**src/rtl/noc_defs.sv**
```systemverilog
// Shared NoC definitions: default router port geometry and width helpers.
package noc_defs;

  // Default number of virtual channels sharing one output link.
  localparam int NOC_NUM_VC    = 4;
  // Default downstream per-VC buffer depth in flits (also the initial credit count).
  localparam int NOC_BUF_DEPTH = 4;

  // Width of a VC id; a single-VC link still needs one bit.
  function automatic int vc_width(input int num_vc);
    return (num_vc > 1) ? $clog2(num_vc) : 1;
  endfunction

  // Width of a counter that must hold 0..depth inclusive.
  function automatic int cnt_width(input int depth);
    return $clog2(depth + 1);
  endfunction

endpackage

```
**src/rtl/output_vc_flow_control_rr_arbiter.sv**
```systemverilog
// Round-robin arbiter: one-hot grant, search starts just after last_grant.
module rr_arbiter
  import noc_defs::*;
#(
  parameter int N = NOC_NUM_VC
) (
  input  logic [N-1:0]              req,
  input  logic [vc_width(N)-1:0]    last_grant,
  output logic [N-1:0]              grant,
  output logic                      grant_valid
);

  logic [N-1:0] w_upper_req;

  // Requests with an index above last_grant are searched first.
  always_comb begin
    w_upper_req = '0;
    for (int i = 0; i < N; i++) begin
      w_upper_req[i] = req[i] & (i > int'(last_grant));
    end
  end

  // Lowest upper request wins; otherwise wrap around to the lowest request overall.
  always_comb begin
    grant       = '0;
    grant_valid = 1'b0;
    for (int i = 0; i < N; i++) begin
      if (!grant_valid && w_upper_req[i]) begin
        grant[i]    = 1'b1;
        grant_valid = 1'b1;
      end
    end
    for (int i = 0; i < N; i++) begin
      if (!grant_valid && req[i]) begin
        grant[i]    = 1'b1;
        grant_valid = 1'b1;
      end
    end
  end

endmodule

```
**src/rtl/output_vc_flow_control.sv**
```systemverilog
// Output-port VC flow control: credit tracking per VC and round-robin link scheduling.
module output_vc_flow_control
  import noc_defs::*;
#(
  parameter int NUM_VC    = NOC_NUM_VC,
  parameter int BUF_DEPTH = NOC_BUF_DEPTH
) (
  input  logic                        clk,
  input  logic                        rst_n,
  input  logic [NUM_VC-1:0]           empty,
  input  logic [NUM_VC-1:0]           ret,
  output logic [NUM_VC-1:0]           read,
  output logic                        val,
  output logic [vc_width(NUM_VC)-1:0] out_vc,
  output logic [NUM_VC-1:0]           credit_avail,
  output logic                        credit_err
);

  localparam int VCW = vc_width(NUM_VC);
  localparam int CW  = cnt_width(BUF_DEPTH);

  logic [NUM_VC-1:0] w_req;
  logic [NUM_VC-1:0] w_grant;
  logic [NUM_VC-1:0] w_ovf;
  logic              w_grant_valid;
  logic [VCW-1:0]    w_grant_idx;
  logic [VCW-1:0]    r_last_grant;

  rr_arbiter #(.N(NUM_VC)) u_arb (
    .req         (w_req),
    .last_grant  (r_last_grant),
    .grant       (w_grant),
    .grant_valid (w_grant_valid)
  );

  // The pop strobe must fall the moment reset asserts, not at the next edge.
  assign read = w_grant & {NUM_VC{rst_n}};

  // Per-VC credit counter: grant consumes, return restores, both together cancel.
  for (genvar gi = 0; gi < NUM_VC; gi++) begin : g_credit
    logic [CW-1:0] r_credit;

    assign credit_avail[gi] = (r_credit != '0);
    assign w_req[gi]        = ~empty[gi] & credit_avail[gi];
    assign w_ovf[gi]        = ret[gi] & ~w_grant[gi] & (r_credit == CW'(BUF_DEPTH));

    // Count update; a return into a full counter saturates and is flagged separately.
    always_ff @(posedge clk or negedge rst_n) begin
      if (!rst_n) begin
        r_credit <= CW'(BUF_DEPTH);
      end else if (w_grant[gi] && !ret[gi]) begin
        r_credit <= r_credit - CW'(1);
      end else if (ret[gi] && !w_grant[gi] && !w_ovf[gi]) begin
        r_credit <= r_credit + CW'(1);
      end
    end
  end

  // Encode the one-hot grant into a VC id.
  always_comb begin
    w_grant_idx = '0;
    for (int i = 0; i < NUM_VC; i++) begin
      if (w_grant[i]) begin
        w_grant_idx = VCW'(i);
      end
    end
  end

  // Link outputs trail the grant by one cycle to line up with registered FIFO data.
  always_ff @(posedge clk or negedge rst_n) begin
    if (!rst_n) begin
      val    <= 1'b0;
      out_vc <= '0;
    end else begin
      val    <= w_grant_valid;
      out_vc <= w_grant_valid ? w_grant_idx : '0;
    end
  end

  // Round-robin pointer moves only on a grant; reset leaves VC0 first in line.
  always_ff @(posedge clk or negedge rst_n) begin
    if (!rst_n) begin
      r_last_grant <= VCW'(NUM_VC - 1);
    end else if (w_grant_valid) begin
      r_last_grant <= w_grant_idx;
    end
  end

  // Sticky overflow flag, cleared only by reset.
  always_ff @(posedge clk or negedge rst_n) begin
    if (!rst_n) begin
      credit_err <= 1'b0;
    end else if (|w_ovf) begin
      credit_err <= 1'b1;
    end
  end

endmodule

```
**config.mk**
```make
export PLATFORM = sky130hd
export DESIGN_NAME = output_vc_flow_control
export DESIGN_NICKNAME = d
export VERILOG_FILES = /design/src/rtl/noc_defs.sv /design/src/rtl/output_vc_flow_control_rr_arbiter.sv /design/src/rtl/output_vc_flow_control.sv
export SDC_FILE = /design/constraint.sdc
export NUM_CORES = 1
export LEC_CHECK = 0
export CORE_MARGIN = 2
export CORE_UTILIZATION = 25
export DETAILED_ROUTE_END_ITERATION = 10
export GPL_ROUTABILITY_DRIVEN = 0
export PLACE_DENSITY = 0.44
export SYNTH_ARGS = -nofsm -noshare
export SYNTH_HDL_FRONTEND = slang
export SYNTH_SLANG_ARGS = --single-unit
```
**constraint.sdc**
```tcl
create_clock -name clk -period 3 [get_ports clk]
set_input_delay 0.6 -clock clk [delete_from_list [all_inputs] [get_ports clk]]
set_output_delay 0.6 -clock clk [all_outputs]
set_load 0.03 [all_outputs]
```
Yosys cells after proc, flatten, opt, wreduce, memory -nomap -nowiden
Cells that the tools add are included.
Word-level totals
  word-level logic and storage cells: 117
  output and inout port bits: 12
  register bits after elaboration: 18
  input port bits: 10
Operators by class
  $add $sub $neg: 8
  multiplexer cells: 25
  eq/ne operators: 4
  reductions and logical operators: 45
  order comparisons: 3
  bitwise logic cells: 24
Operator list (number)
  $mux W3: 8
  $logic_and A1 B1 Y1: 18
  $logic_not A1 Y1: 18
  $and A1 B1 Y1: 15
  $mux W1: 14
  $add A3 B1 Y3 const B: 4
  $eq A3 B3 Y1 const B: 4
  $reduce_bool A3 Y1: 4
  $sub A3 B1 Y3 const B: 4
  $not A1 Y1: 8
  $reduce_bool A2 Y1: 4
  $mux W2: 3
  $and A4 B4 Y4: 1
  $gt A2 B2 Y1 const A: 2
  $reduce_or A4 Y1: 1
  $gt A1 B2 Y1 const A: 1

Logic depth before layout (Yosys ltp)
Gate-level depths: netlist of run 1.
  depth after elaboration: 29
  mapped depth: 10
  depth with buffers taken out: 9

Hierarchy
A second synthesis of run 1 with hierarchy kept.
Unflattened totals
  cell total of the unflattened synthesis: 156
  area total of the unflattened synthesis: 1372.6 µm²
By module, submodules not included
  output_vc_flow_control: area each 1273.7 µm², cells each 139, sequential area each 457.9 µm², times used 1
  rr_arbiter: area each 98.8 µm², cells each 17, sequential area each 0.0 µm², times used 1

Worst setup path after synthesis of run 1
OpenSTA, ideal clock, no wires.
  kind: flip-flop to flip-flop
  start: register g_credit[3].r_credit[0]
  end: register g_credit[0].r_credit[2]
  buffers on the path: 0
  clock period less this slack: 2.799 ns
  slack: 0.201 ns
  arrival: 2.720 ns
  stages on the path, launching flop included: 8
  setup time: 0.078 ns
  data required time: 2.922 ns
  path through: dfrtp_1 -> nor3_2 -> o22ai_1 -> a221oi_2 -> nand2_1 -> fa_1 -> or4_1 -> a31o_2
Between the ends
  cells in the longest elaborated chain, start to end: 14
  elaborated cells on any way between the ends: 18
  classes of those cells: 3 x mux; 5 x bitwise; 10 x reduce/logical
RTL lines
  from (decl): RTL line output_vc_flow_control.sv:41  | logic [CW-1:0] r_credit;
  from (signal assigned): RTL line output_vc_flow_control.sv:50  | r_credit <= CW'(BUF_DEPTH);
  from (signal assigned): RTL line output_vc_flow_control.sv:52  | r_credit <= r_credit - CW'(1);
  from (signal assigned): RTL line output_vc_flow_control.sv:54  | r_credit <= r_credit + CW'(1);
  $reduce_bool A3 Y1 *: RTL line output_vc_flow_control.sv:43  | assign credit_avail[gi] = (r_credit != '0);
  $and A1 B1 Y1 *: RTL line output_vc_flow_control.sv:44  | assign w_req[gi] = ~empty[gi] & credit_avail[gi];
  $and A1 B1 Y1 *: RTL line output_vc_flow_control_rr_arbiter.sv:19  | w_upper_req[i] = req[i] & (i > int'(last_grant));
  $logic_and A1 B1 Y1 *: RTL line output_vc_flow_control_rr_arbiter.sv:28  | if (!grant_valid && w_upper_req[i]) begin
  $mux W1 *: RTL line output_vc_flow_control_rr_arbiter.sv:28
  $logic_not A1 Y1 *: RTL line output_vc_flow_control_rr_arbiter.sv:34  | if (!grant_valid && req[i]) begin
  $logic_and A1 B1 Y1 *: RTL line output_vc_flow_control_rr_arbiter.sv:34
  $mux W1 *: RTL line output_vc_flow_control_rr_arbiter.sv:34
  $not A1 Y1: RTL line output_vc_flow_control.sv:45  | assign w_ovf[gi] = ret[gi] & ~w_grant[gi] & (r_credit == CW'(BUF_DEPTH));
  $and A1 B1 Y1 (2 in a row): RTL line output_vc_flow_control.sv:45
  $logic_not A1 Y1: RTL line output_vc_flow_control.sv:53  | end else if (ret[gi] && !w_grant[gi] && !w_ovf[gi]) begin
  $logic_and A1 B1 Y1: RTL line output_vc_flow_control.sv:53
  $reduce_bool A2 Y1 (no source line)
  to (signal assigned): RTL line output_vc_flow_control.sv:50
  to (signal assigned): RTL line output_vc_flow_control.sv:52
  to (signal assigned): RTL line output_vc_flow_control.sv:54
  to (decl): RTL line output_vc_flow_control.sv:41
Mark *: on every way between the ends. The rest lies on a longest branch, timed or not.
A chain may end at the register's enable or synchronous reset.

Final worst setup path of run 1
  start: input empty[0]
  end: output read[3]
Between the ends
  cells in the longest elaborated chain, start to end: 14
RTL lines
  from (decl): RTL line output_vc_flow_control.sv:10  | input logic [NUM_VC-1:0] empty,
  $not A1 Y1 *: RTL line output_vc_flow_control.sv:44
  $and A1 B1 Y1 *: RTL line output_vc_flow_control.sv:44
  $logic_and A1 B1 Y1 *: RTL line output_vc_flow_control_rr_arbiter.sv:34
  $mux W1 *: RTL line output_vc_flow_control_rr_arbiter.sv:34
  $logic_not A1 Y1: RTL line output_vc_flow_control_rr_arbiter.sv:34
  $logic_and A1 B1 Y1: RTL line output_vc_flow_control_rr_arbiter.sv:34
  $mux W1 *: RTL line output_vc_flow_control_rr_arbiter.sv:34
  $logic_not A1 Y1: RTL line output_vc_flow_control_rr_arbiter.sv:34
  $logic_and A1 B1 Y1: RTL line output_vc_flow_control_rr_arbiter.sv:34
  $mux W1 *: RTL line output_vc_flow_control_rr_arbiter.sv:34
  $logic_not A1 Y1 *: RTL line output_vc_flow_control_rr_arbiter.sv:34
  $logic_and A1 B1 Y1 *: RTL line output_vc_flow_control_rr_arbiter.sv:34
  $mux W1 *: RTL line output_vc_flow_control_rr_arbiter.sv:34
  $and A4 B4 Y4 *: RTL line output_vc_flow_control.sv:37  | assign read = w_grant & {NUM_VC{rst_n}};
  to (decl): RTL line output_vc_flow_control.sv:12  | output logic [NUM_VC-1:0] read,
Marked as above.

==> run summary, run 1 <==
power per cell area: 1060 mW/mm^2
initial core utilization: 0.256
largest net degree at the start of global routing: 13
syn nets: 167
critical path type: input port to primary output
Synth area leaders: dfrtp_1, dfstp_2, fa_1
P&R area growth vs syn: 33.3%
Final Max Tran Viols: 0
synthesis-stage register bit count: 18
antenna-violating nets left: 0
clk root buf: clkbuf_8
Worst-Margin Slew: 374 ps
most common cell in the netlist: inv_1
Chip Width: 78.7 um
share of layout cells above drive strength 1: 0.264
RSZ-0062 raised after global routing: false
Antenna diodes: 0
Routed WL per cell: 13.4 um
most frequent cells after synthesis: inv_1, dfrtp_1, nor2_1, nand2_1, a21oi_1
placeable core region: 0.00544 sq mm
hold slack: 491 ps
ys async rst share: 1.00
Warnings, synthesis: 0
Die H: 78.7 um
Post-synth EDFFs: 0
depth of the CTS H-tree: 1
crit-path max FO: 9
# DRC: 0
initial antenna violation count: 0
drt initial violations: 72
Max clock buf depth: 2
GRT Overall Usage: 0.119
TritonRoute pass-1 iters: 4
final setup vio count: 0
Mapped Cells: 153
Setup WS post-layout: 144 ps
clk sinks: 18
Seq/Total Area, Yosys: 0.328
Max Cap Viol: 0
Tcrit/Tclk final: 0.952
endpoint type of the worst setup path: primary output
Final #Nets: 208
Placed Area: 0.00180 sq mm
syn avg cell area: 9.12 sq um
HPWL after DPL: 2880 um
TritonCTS buffer count: 3
Post-Route WL: 3560 um
Pwr Total: 1.98 mW
vias in the first global route: 1,288
cell taking the most area after synthesis: dfrtp_1
Clock Latency Late Sink: 250 ps
first-pass GRT wire length: 5980 um
critical path required time: 2400 ps
worst hold path type: register to register
via count: 1,313
status: completed
highest clock rate: 350 MHz
static leakage: 0.773 nW
Setup Skew: 5.52 ps
Rows: 27
via/cell ratio: 4.95
top cell type's share of synthesized area: 0.215
unique cell type count in the Yosys netlist: 48
Synth Flop Type: dfrtp_1
Remaining Overflow, GRT: 0
Worst setup SP type: input port
Die Area: 0.00619 sq mm
Arr. time, crit path: 2260 ps
TritonCTS clock tree: built
total negative slack: 0 ps
Post-Syn Area: 0.00140 sq mm
I/O pin cnt: 22
min Tclk post-route: 2860 ps
PortBufs: 21
Post-CTS Setup Inserts: 0
CTS clock-pin slew for the worst setup and hold paths: 70 ps
pre-CTS setup slack: -146 ps
post-route cell area: 0.00186 sq mm
worst vdd ir: 0.404 mV
Max transition margin: 0.749
Final Hold Fails: 0
[where the power goes]
group	internal (mW)	total, mW	switching [mW]
logic	0.569	1.21	0.645
clock network	0.116	0.199	0.0822
registers	0.394	0.563	0.170
[layer usage]
layer / global-route usage / share of wire
met5: 0 / 0
met4: 0.0263 / 0.0065
met3: 0.0170 / 0.044
met2: 0.196 / 0.47
met1: 0.165 / 0.48
[path summary, 6_finish.rpt]
kind / to / depth (start not counted) / slack (ps) / startpoint
setup / recovery: read[3] / 7 / 140 / empty[0]
max in group asynchronous: g_credit[3].r_credit[2] / 2 / 1810 / rst_n
hold reg to reg: credit_err / 1 / 490 / credit_err
hold / removal: credit_err / 1 / 490 / credit_err
min in group asynchronous: g_credit[3].r_credit[1] / 1 / 620 / rst_n
setup reg to reg: g_credit[2].r_credit[2] / 8 / 260 / g_credit[1].r_credit[1]
[final cells by class]
| type | instances | area, sq um |
|---|---|---|
| clock buffers | 4 | 55.1 |
| inverters | 18 | 67.6 |
| fillers | 561 | 3580 |
| repair buffers | 38 | 330 |
| multi-input cells | 115 | 858 |
| well taps | 72 | 90.1 |
| flip-flops and latches | 18 | 458 |
[critical path, cell delays in order]
cell	delay, ps
clkdlybuf4s50_1	520
o22ai_2	90
buf_4	160
a2111oi_4	340
buf_4	240
and2_2	150
buf_4	150
[cells in the final DEF (no fill, tap or decap), types with 6 or more instances in the layout]
master / netlist / routed
a21oi_1: 9 / 9
nand2b_1: 6 / 6
inv_1: 18 / 18
o21ai_0: 6 / 6
buf_4: 1 / 21
clkdlybuf4s50_1: 0 / 16
nand2_1: 10 / 10
dfrtp_1: 12 / 12
nor2_1: 11 / 11
dfstp_2: 6 / 6
[registers in the layout, summed over array words and instances, names as in the netlist]
register and count:
credit_err 1, g_credit.r_credit 12, out_vc 2, r_last_grant 2
val 1
[stage by stage]
stage | cells | utilization
global route | 265 | 0.342
finish | 265 | 0.342
CTS | 265 | 0.341
global placement | 261 | 0.331
floorplan | 153 | -
detailed placement | 261 | 0.331
[logic make-up after synthesis]
| family | count (synthesis) | synth area share |
|---|---|---|
| mux | 4 | 0.0287 |
| buf+inv | 20 | 0.0565 |
| compound gates | 49 | 0.283 |
| flops | 18 | 0.328 |
| fa+ha+maj | 4 | 0.0574 |
| xor+xnor | 2 | 0.0126 |
| simple gates | 56 | 0.234 |
[timing repair]
item / 4_1_cts / 5_1_grt
gates resized for setup: 0 / 1
hold buffers: 0 / 0
endpoints found under the setup margin: 0 / 1
(Power assumes the default switching activity.)
==> inputs of run 2 (changes only) <==
- CELL_PAD_IN_SITES_DETAIL_PLACEMENT: unset -> 0
- CELL_PAD_IN_SITES_GLOBAL_PLACEMENT: unset -> 1
- CORE_UTILIZATION: 25 -> 36
- PLACE_DENSITY: 0.44 -> 0.73
==> run 2 against run 1 <==
Compared with the run above:
- sequential cell count did not move
- cell count fell by 8.3%
- total power rose by 1.5%
- wire length fell by 5.6%
- critical endpoint unchanged
- combinational power rose by 3%
==> run summary, run 2 (synthesis results as in run 1) <==
Clock Latency Late Sink: 250 ps (about the same)
RSZ-0062 raised after global routing: false (unchanged)
fin cells: 243 (was 265)
vias in the first global route: 1,267 (was 1,288)
clock share of power: 0.097 (was 0.100)
HPWL after DPL: 2700 um (was 2880 um)
TritonRoute pass-1 iters: 4 (unchanged)
most common cell after layout, fill and taps aside: buf_4 (unchanged)
Die H: 66.3 um (was 78.7 um)
fillers: 383 (was 561)
critical path's top delay family: buffers and inverters (unchanged)
Regs by FF count: g_credit.r_credit x12, out_vc x2, r_last_grant x2 (unchanged)
Multi-input gate area: 867 sq um (was 858 sq um)
initial antenna violation count: 0 (unchanged)
Chip Width: 66.3 um (was 78.7 um)
largest net degree at the start of global routing: 12 (was 13)
Sw Ratio: 0.449 (was 0.454)
clk sinks: 18 (unchanged)
antenna-violating nets left: 0 (unchanged)
crit-path max FO: 5 (was 9)
Post-Route WL: 3360 um (was 3560 um)
highest clock rate: 348 MHz (was 350 MHz)
drt initial violations: 82 (was 72)
combinational share of power: 0.621 (was 0.614)
commonest non-fill, non-tap cells in the layout: buf_4, inv_1, clkdlybuf4s50_1 (unchanged)
Max Cap Viol: 0 (unchanged)
critical path type: input port to primary output (unchanged)
TritonCTS buffer count: 3 (unchanged)
CP max stage delay: 540 ps (was 520 ps)
final setup vio count: 0 (unchanged)
initial core utilization: 0.378 (was 0.256)
dpl cells: 237 (was 261)
Final Max Tran Viols: 0 (unchanged)
Most flops, register: g_credit.r_credit (unchanged)
Setup Skew: 2.06 ps (was 5.52 ps)
Die Area: 0.00439 sq mm (was 0.00619 sq mm)
Worst-Margin Slew: 444 ps (was 374 ps)
Max clock buf depth: 2 (unchanged)
static leakage: 0.785 nW (was 0.773 nW)
Seq pwr share: 0.283 (was 0.285)
Pwr Total: 2.01 mW (was 1.98 mW)
slowest library cell on the worst path: clkdlybuf4s50_1 (unchanged)
depth of the CTS H-tree: 1 (unchanged)
Crit path top cell by count: buf_4 (unchanged)
TritonCTS clock tree: built (unchanged)
Internal: 1.11 mW (was 1.08 mW)
cells along the critical path: clkdlybuf4s50_1, o22ai_2, buf_4, a2111oi_4, buf_4, and2_2, buf_4 (unchanged)
P_sw: 0.901 mW (was 0.897 mW)
# DRC: 0 (unchanged)
I/O pin cnt: 22 (unchanged)
Final Hold Fails: 0 (unchanged)
power per cell area: 1080 mW/mm^2 (was 1060 mW/mm^2)
worst hold path type: register to register (unchanged)
first-pass GRT wire length: 5870 um (was 5980 um)
register area: 458 sq um (unchanged)
P&R area growth vs syn: 32.8% (was 33.3%)
Rows: 22 (was 27)
min Tclk post-route: 2870 ps (was 2860 ps)
WP buf/inv: 4 (unchanged)
PortBufs: 21 (unchanged)
Routed WL per cell: 13.8 um (was 13.4 um)
CTS clock-pin slew for the worst setup and hold paths: 70 ps (about the same)
max reg flops: 12 (unchanged)
Arr. time, crit path: 2270 ps (was 2260 ps)
Max transition margin: 0.703 (was 0.749)
Worst setup SP type: input port (unchanged)
clk root buf: clkbuf_8 (unchanged)
GRT Overall Usage: 0.173 (was 0.119)
critical path required time: 2400 ps (about the same)
share of layout cells above drive strength 1: 0.277 (was 0.264)
Antenna diodes: 0 (unchanged)
placeable core region: 0.00369 sq mm (was 0.00544 sq mm)
endpoint type of the worst setup path: primary output (unchanged)
Tcrit/Tclk final: 0.957 (was 0.952)
status: completed (unchanged)
Final #Nets: 210 (was 208)
Remaining Overflow, GRT: 0 (unchanged)
via/cell ratio: 5.28 (was 4.95)
via count: 1,283 (was 1,313)
worst vdd ir: 0.569 mV (was 0.404 mV)
hold buffers post-CTS: 0 (unchanged)
hold slack: 528 ps (was 491 ps)
-- run 2: repair_timing --
| item | in CTS | in global routing |
|---|---|---|
| setup buffers | 0 | 2 |
| resized for setup | 0 | 3 |
| endpoints found under the setup margin | 0 | 6 |
-- run 2: final timing paths --
| kind | start | to | slack (ps) | cells after the start |
|---|---|---|---|---|
| setup / recovery | empty[0] | read[3] | 130 | 7 |
| hold / removal | credit_err | credit_err | 530 | 1 |
| setup reg to reg | g_credit[3].r_credit[0] | g_credit[0].r_credit[2] | 260 | 7 |
| hold reg to reg | credit_err | credit_err | 530 | 1 |
| max in group asynchronous | rst_n | g_credit[3].r_credit[2] | 1790 | 2 |
| min in group asynchronous | rst_n | g_credit[0].r_credit[0] | 660 | 1 |
-- run 2: layout make-up --
class / instances / area share
Multi-Input combinational cell: 115 / 0.468
Inverter: 18 / 0.0365
Sequential cell: 18 / 0.247
Clock buffer: 4 / 0.0297
Tap cell: 48 / 0.0324
Timing Repair Buffer: 40 / 0.186
-- run 2: per-layer routing --
metal,up-vias,share of wire,GRT usage
li1,643,-,-
met1,619,0.48,0.241
met2,17,0.49,0.289
met3,4,0.030,0.0170
met4,0,0.0086,0.0383
met5,-,0,0
-- run 2: stage by stage --
stage | setup TNS [ps] | instance area [sq um] | setup WS (ps) | util
final | 0 | 1850 | 128 | 0.502
after global routing | 0 | 1850 | 64.9 | 0.502
after CTS | 0 | 1830 | 6.43 | 0.495
after detailed placement | -212 | 1770 | -98.1 | 0.480
after global placement | -53.8 | 1770 | -47.6 | 0.480
after floorplan | 0 | 1400 | 201 | -
-- run 2: power by group through the flow --
| stage | Clock [mW] | Sequential (mW) | Combinational [mW] |
|---|---|---|---|
| 6_report | 0.194 | 0.567 | 1.25 |
| 5_1_grt | 0.209 | 0.591 | 1.40 |
| 4_1_cts | 0.200 | 0.557 | 1.24 |
| 3_5_place_dp | 0 | 0.557 | 1.23 |
| 3_3_place_gp | 0 | 0.552 | 1.20 |
| 2_1_floorplan | 0 | 0.543 | 0.828 |
==> inputs of run 3 (changes only) <==
- CORE_ASPECT_RATIO: unset -> 0.75
==> run 3 against run 2 <==
Compared with the run above:
- critical path depth is the same
- global-route usage fell by 0.54 points
- cell count up 0.41%
- setup slack got worse by 3.6 ps
- clock skew rose by 7.5 ps
- design area shrank 1.6%
- highest routed layer unchanged
==> run summary, run 3 (synthesis results as in run 1) <==
CTS clock-pin slew for the worst setup and hold paths: 60 ps (was 70 ps)
TritonRoute pass-1 iters: 4 (unchanged)
Multi-input gate area: 865 sq um (was 867 sq um)
Max transition margin: 0.645 (was 0.703)
RSZ-0062 raised after global routing: false (unchanged)
Worst setup SP type: input port (unchanged)
Chip Width: 75.9 um (was 66.3 um)
vias in the first global route: 1,270 (was 1,267)
cells along the critical path: clkdlybuf4s50_1, o22ai_2, buf_4, a2111oi_4, buf_4, and2_2, buf_4 (unchanged)
antenna-violating nets left: 0 (unchanged)
Die H: 57.9 um (was 66.3 um)
dpl cells: 240 (was 237)
commonest non-fill, non-tap cells in the layout: buf_4, inv_1, clkdlybuf4s50_1 (unchanged)
WL met2: 1500 um (was 1630 um)
I/O pin cnt: 22 (unchanged)
Regs by FF count: g_credit.r_credit x12, out_vc x2, r_last_grant x2 (unchanged)
max reg flops: 12 (unchanged)
M1 wire length: 1650 um (was 1600 um)
hold buffers post-CTS: 0 (unchanged)
TritonCTS clock tree: built (unchanged)
first-pass GRT wire length: 5730 um (was 5870 um)
Worst-Margin Slew: 530 ps (was 444 ps)
final setup vio count: 0 (unchanged)
Rows: 19 (was 22)
static leakage: 0.764 nW (was 0.785 nW)
Antenna diodes: 0 (unchanged)
clk sinks: 18 (unchanged)
min Tclk post-route: 2880 ps (was 2870 ps)
crit-path max FO: 7 (was 5)
slowest library cell on the worst path: clkdlybuf4s50_1 (unchanged)
fin cells: 244 (was 243)
power per cell area: 1070 mW/mm^2 (was 1080 mW/mm^2)
wire length on met3: 166 um (was 100 um)
fillers: 345 (was 383)
endpoint type of the worst setup path: primary output (unchanged)
via count: 1,319 (was 1,283)
largest net degree at the start of global routing: 13 (was 12)
status: completed (unchanged)
Crit path top cell by count: buf_4 (unchanged)
Routed WL per cell: 13.6 um (was 13.8 um)
total negative slack: 0 ps (unchanged)
critical path type: input port to primary output (unchanged)
TritonCTS buffer count: 3 (unchanged)
via/cell ratio: 5.41 (was 5.28)
Arr. time, crit path: 2280 ps (was 2270 ps)
DR top layer: met4 (unchanged)
Setup Skew: 9.51 ps (was 2.06 ps)
Final Hold Fails: 0 (unchanged)
PortBufs: 21 (unchanged)
Die Area: 0.00439 sq mm (about the same)
Max Cap Viol: 0 (unchanged)
Clock Latency Late Sink: 260 ps (was 250 ps)
GRT Overall Usage: 0.167 (was 0.173)
worst vdd ir: 0.423 mV (was 0.569 mV)
HPWL after DPL: 2580 um (was 2700 um)
P&R area growth vs syn: 30.7% (was 32.8%)
critical path required time: 2400 ps (about the same)
Most flops, register: g_credit.r_credit (unchanged)
Post-Route WL: 3330 um (was 3360 um)
placeable core region: 0.00368 sq mm (was 0.00369 sq mm)
Final Max Tran Viols: 0 (unchanged)
worst hold path type: register to register (unchanged)
clk root buf: clkbuf_8 (unchanged)
initial antenna violation count: 0 (unchanged)
depth of the CTS H-tree: 1 (unchanged)
Max clock buf depth: 2 (unchanged)
# DRC: 0 (unchanged)
Layout Utilization: 0.495 (was 0.502)
Tcrit/Tclk final: 0.959 (was 0.957)
highest clock rate: 348 MHz (about the same)
register area: 458 sq um (unchanged)
Remaining Overflow, GRT: 0 (unchanged)
drt initial violations: 99 (was 82)
Final #Nets: 207 (was 210)
initial core utilization: 0.379 (was 0.378)
CP max stage delay: 520 ps (was 540 ps)
share of layout cells above drive strength 1: 0.255 (was 0.277)
most common cell after layout, fill and taps aside: buf_4 (unchanged)
## run 3: routing by layer
metal / vias up / global-route usage
met5: - / 0
met4: 0 / 0.0150
met3: 2 / 0.0365
met2: 44 / 0.265
met1: 637 / 0.244
li1: 636 / -
## run 3: worst max-delay path, delay by kind of cell
| family | cells | cell delay (ps) |
|---|---|---|
| buffers and inverters | 4 | 1050 |
| AND/OR/NAND/NOR | 1 | 140 |
| AO/OA/AOI/OAI | 2 | 480 |
## run 3: path summary, 6_finish.rpt
path	slack (ps)	to	startpoint	cells after the start
min in group asynchronous	700	credit_err	rst_n	1
hold reg to reg	490	credit_err	credit_err	1
hold / removal	490	credit_err	credit_err	1
setup / recovery	120	read[3]	empty[0]	7
setup reg to reg	280	g_credit[2].r_credit[2]	g_credit[1].r_credit[1]	8
max in group asynchronous	1720	g_credit[2].r_credit[2]	rst_n	2
## run 3: cell type report
type / instances / share of cell area
Tap cell: 52 / 0.0357
Sequential cell: 18 / 0.251
Multi-Input combinational cell: 115 / 0.474
Inverter: 18 / 0.0371
Clock buffer: 4 / 0.0247
Timing Repair Buffer: 37 / 0.177
## run 3: metrics by stage
step	power [mW]	setup slack, ps	instance area [sq um]	hold slack, ps
after detailed placement	1.75	-106	1770	486
after global placement	1.72	-40.6	1770	470
final	1.95	124	1820	491
after global routing	2.13	15.8	1820	512
after CTS	1.94	82.7	1810	505
after floorplan	1.37	201	1400	304
## run 3: repair_timing
item,4_1_cts,5_1_grt
endpoints found under the setup margin,0,2
setup buffers,0,0
resized for setup,0,2
## run 3: where the power goes
group / switching (mW) / leakage, nW / internal [mW]
Clock: 0.0846 / 0.0228 / 0.0944
Sequential: 0.179 / 0.200 / 0.394
Combinational: 0.631 / 0.541 / 0.563
Total: 0.895 / 0.764 / 1.05
==> patch 1: new RTL, config.mk and constraints of run 2 <==
Change the package constant `NOC_NUM_VC` from 4 to 8.
--- a/src/rtl/noc_defs.sv
+++ b/src/rtl/noc_defs.sv
@@ -2,7 +2,7 @@
 package noc_defs;
 
   // Default number of virtual channels sharing one output link.
-  localparam int NOC_NUM_VC    = 4;
+  localparam int NOC_NUM_VC    = 8;
   // Default downstream per-VC buffer depth in flits (also the initial credit count).
   localparam int NOC_BUF_DEPTH = 4;
 
Interface: changed (5 resized); port bits go from 22 to 39. No check against the original RTL was run, so the function may have changed too.
==> patch 1 against run 2 <==
- routed wire length is 130% higher
- cell area increased by 120%
- global-route usage up 1.9 points
- power is 120% higher
- sequential cell count increased by 14
- setup slack got worse by 0.070 ns
- critical endpoint is now read[6]
- sequential power is 66% higher
- combinational power is 140% higher
- hold slack got worse by 0.29 ns
- area after synthesis increased by 92%
==> patch 1: results (changes against run 2) <==
Total GRT Usage=19.19% (+1.9 points); Mapped Nets=347 (+110%); reg-to-reg critical path endpoint=g_credit[6].r_credit[2]; hold_ws=0.2407 ns (-0.2877 ns); CP Max Fanout=9 (+4); Clock Latency Late Sink=0.28 ns (+0.03 ns); Unique masters post-synth=59 (+23%); total CTS buffers=5 (+2); DP HPWL=5.705 mm (+110%); synthesized area per cell=8.357 sq um (-8.3%); Layout Nets=455 (+120%); post-synthesis sequential area ratio=30.36% (-2.5 points); placed cells=504 (+110%); CP arrival=2.34 ns (+0.07 ns); CP Capture Point=read[6]; synth top area cells=dfrtp_1, dfstp_2, fa_1, inv_1, a21oi_1; run status=complete, no violations; pin count of the biggest net entering global routing=26 (+14); crit path from=r_last_grant[2]; Total Wirelength=7.794 mm (+130%); P_int=2.442 mW (+120%); number of H-tree levels=2 (+1); leakage=1.752 nW (+120%); maximum VDD drop=524.7 uV (-7.9%); share of post-route cells with drive strength above 1=36.74% (+9.1 points); Synth Area in XOR/XNOR=2.612% (+1.4 points); period utilization=98.06% (+2.3 points); I/O Buffers=38 (+81%); worst slack, placed=-0.3310 ns (-0.2330 ns); fillers=690 (+80%); first-pass GRT wire length=12.85 mm (+120%)
[patch 1: final cells by class]
cell class	count	area, sq um	area share [%]
inverter	37	138.9	3.404
sequential	32	817.0	20.02
clock buffer	7	96.34	2.361
clock inverter	1	30.03	0.7360
multi-input combinational	242	1932	47.35
timing repair buffer	111	942.2	23.09
tap	99	123.9	3.036
[patch 1: power groups by stage]
stage / Combinational [mW] / Sequential, mW / Clock [mW]
CTS: 2.61 / 0.926 / 0.482
global route: 3.22 / 0.977 / 0.498
finish: 2.94 / 0.941 / 0.469
floorplan: 1.62 / 0.934 / 0
detailed placement: 2.52 / 0.920 / 0
global placement: 2.49 / 0.916 / 0
[patch 1: timing repair]
action	4_1_cts	5_1_grt
buffers inserted	4	13
pin swaps	6	13
resized for setup	14	45
setup endpoints to repair	10	15
endpoints found under the hold margin	0	0
[patch 1: per-layer routing]
metal,track usage [%],part of all wire [%]
met1,26.25,48
met3,3.255,2.9
met2,31.83,48
met4,4.487,0.90
met5,0,0
==> patch 2: new RTL, flow settings as in run 2 <==
Made on the original files. Reset style: synchronous (`rst_n`), changed in 4 clocked blocks.
--- a/src/rtl/output_vc_flow_control.sv
+++ b/src/rtl/output_vc_flow_control.sv
@@ -45,7 +45,7 @@
     assign w_ovf[gi]        = ret[gi] & ~w_grant[gi] & (r_credit == CW'(BUF_DEPTH));
 
     // Count update; a return into a full counter saturates and is flagged separately.
-    always_ff @(posedge clk or negedge rst_n) begin
+    always_ff @(posedge clk) begin
       if (!rst_n) begin
         r_credit <= CW'(BUF_DEPTH);
       end else if (w_grant[gi] && !ret[gi]) begin
@@ -67,7 +67,7 @@
   end
 
   // Link outputs trail the grant by one cycle to line up with registered FIFO data.
-  always_ff @(posedge clk or negedge rst_n) begin
+  always_ff @(posedge clk) begin
     if (!rst_n) begin
       val    <= 1'b0;
       out_vc <= '0;
@@ -78,7 +78,7 @@
   end
 
   // Round-robin pointer moves only on a grant; reset leaves VC0 first in line.
-  always_ff @(posedge clk or negedge rst_n) begin
+  always_ff @(posedge clk) begin
     if (!rst_n) begin
       r_last_grant <= VCW'(NUM_VC - 1);
     end else if (w_grant_valid) begin
@@ -87,7 +87,7 @@
   end
 
   // Sticky overflow flag, cleared only by reset.
-  always_ff @(posedge clk or negedge rst_n) begin
+  always_ff @(posedge clk) begin
     if (!rst_n) begin
       credit_err <= 1'b0;
     end else if (|w_ovf) begin
Behaviour: differs if rst_n is asserted again (counterexample within 4 cycles, from zero or initial values and one cycle with rst_n low); with rst_n held inactive, the same outputs for 4 cycles.
==> patch 2 against run 2 <==
- sequential cell count is the same
- area after synthesis shrank 11%
- die area shrank 10%
- setup slack lost 0.0055 ns
- register-to-register slack lost 0.10 ns
- synthesized cell count grew 2.6%
- cell area shrank 10%
- largest cell class unchanged
- routed wire length shrank 8.6%
- critical path type is now input port to flip-flop
- first-iteration DRC count shrank 4.9%
Power is not compared: it rests on default switching activity, and its combinational part moved more than twofold at a synthesized area within 25%.
==> patch 2: results (changes against run 2) <==
Pre-Repair DR Iteration Count=5 (+1); Antenna diodes=0 (unchanged); Total Wirelength=3.068 mm (-8.6%); pin count of the biggest net entering global routing=15 (+3); post-synthesis sequential area ratio=28.97% (-3.9 points); Clock Latency Late Sink=0.31 ns (+0.06 ns); Synth warnings=0 (unchanged); Root Buffer=clkbuf_4; I/O Buffers=21 (unchanged); maximum buffer depth of the clock tree=2 (unchanged); run status=complete, no violations; switching power=about 350 uW; Post-synth top cells=inv_1, dfxtp_1, nor2_1; Worst Hold Class=flip-flop to flip-flop; Post-CTS Setup Bufs=0 (unchanged); Layout Nets=209 (-0.48%); DP HPWL=2.424 mm (-10%); Reg clk slew, reported paths=0.12 ns (+0.05 ns); Top Registers=g_credit.r_credit x12, out_vc x2, r_last_grant x2; Max Cap Viol=0 (unchanged); CP max stage cell=or4b_2; setup_tns=0 ns (unchanged); maximum VDD drop=approximately 220 uV; Worst Max-Slew Pin Slew=0.4463 ns (+0.002104 ns); first-pass GRT wire length=5.457 mm (-7.0%); FFs w/ async S/R, synth=0% (-100 points); Critical Path Max Stage Delay=0.68 ns (+0.14 ns); Mapped Nets=171 (+2.4%); total CTS buffers=3 (unchanged); Total GRT Usage=17.07% (-0.21 points); synth top area cells=dfxtp_1, fa_1, inv_1, mux2i_1, nor2_1; number of global-route vias before repair=1,234 (-2.6%); fillers=342 (-11%); number of H-tree levels=1 (unchanged); CP arrival=3.09 ns (+0.82 ns); initial DRC count=78 (-4.9%); leakage=between 0.6 and 0.7 nW; initial antenna violation count=0 (unchanged); vias=1,273 (-0.78%); Unique masters post-synth=51 (+6.3%); clock skew after layout=0.008828 ns (+0.006772 ns); CP Max Fanout=4 (-1); share of post-route cells with drive strength above 1=16.49% (-11 points); CP delay by family, top=simple AND/OR/NAND/NOR gates
## patch 2: cell types whose count changed in the layout (fill, tap and decap cells not counted), sizes merged, moves of 5 or more
cell and delta:
dfxtp +18, dfrtp -12, a21o -7, dfstp -6, nor3 +6, nand2b -5
nor2 +5
## patch 2: kinds of logic after synthesis
| group | after synthesis | share of synthesized area, % |
|---|---|---|
| and+or+nand+nor | 63 | 26.26 |
| AOI/OAI and AO/OA | 37 | 23.64 |
| buffers and inverters | 27 | 8.450 |
| DFF | 18 | 28.97 |
| muxes | 6 | 4.829 |
| adders and majority gates | 4 | 6.439 |
| xor gates and xnor gates | 2 | 1.409 |
## patch 2: path summary, 6_finish.rpt
kind | from | to | slack, ns | cells after the start
min | credit_err | credit_err | 0.51 | 1
min reg2reg | credit_err | credit_err | 0.51 | 1
max reg2reg | g_credit[0].r_credit[1] | g_credit[2].r_credit[2] | 0.16 | 9
max | empty[1] | g_credit[2].r_credit[2] | 0.12 | 9
## patch 2: worst register-to-register path, stage by stage (launching register included)
cell and delay (ns):
dfxtp_1 0.36, nor3_1 0.41, o22ai_2 0.16, buf_4 0.17
a221oi_4 0.23, nand2b_1 0.14, fa_2 0.39, or4b_2 0.68
o211ai_1 0.12, nand3_1 0.09
## patch 2: layer usage
layer / wire length, um / up-vias / track usage [%]
li1: - / 640 / -
met1: 1501 / 598 / 22.82
met2: 1376 / 29 / 26.48
met3: 142 / 6 / 5.405
met4: 47 / 0 / 4.722
met5: 0 / - / 0
## patch 2: timing repair
item,4_1_cts,5_1_grt
hold buffers,0,0
endpoints found under the setup margin,1,2
gates resized for setup,1,2
## patch 2: cell type report
cell class / instances / area share, %
sequential: 18 / 21.69
clock buffer: 4 / 2.184
timing repair buffer: 39 / 20.26
multi-input combinational: 112 / 47.67
inverter: 21 / 4.744
tap: 46 / 3.464
## patch 2: metrics by stage
| stage | setup slack, ns | hold slack, ns | area (sq um) | util, % | cells |
|---|---|---|---|---|---|
| after floorplan | 0.09994 | 0.4753 | 1249 | - | 157 |
| after global placement | -0.1516 | 0.4633 | 1618 | 48.48 | 236 |
| after detailed placement | -0.2638 | 0.4953 | 1618 | 48.48 | 236 |
| after CTS | 0.08904 | 0.5176 | 1653 | 49.53 | 240 |
| after global routing | 0.03912 | 0.5537 | 1662 | 49.79 | 240 |
| final | 0.1225 | 0.5097 | 1662 | 49.79 | 240 |
## patch 2: power groups by stage
stage                     registers [mW]  logic (mW)  clock network (mW)
after floorplan                    0.327       0.261                   0
after global placement             0.318       0.409                   0
after detailed placement           0.319       0.410                   0
after CTS                          0.314       0.412               0.171
after global routing               0.321       0.458               0.181
final                              0.314       0.412               0.164
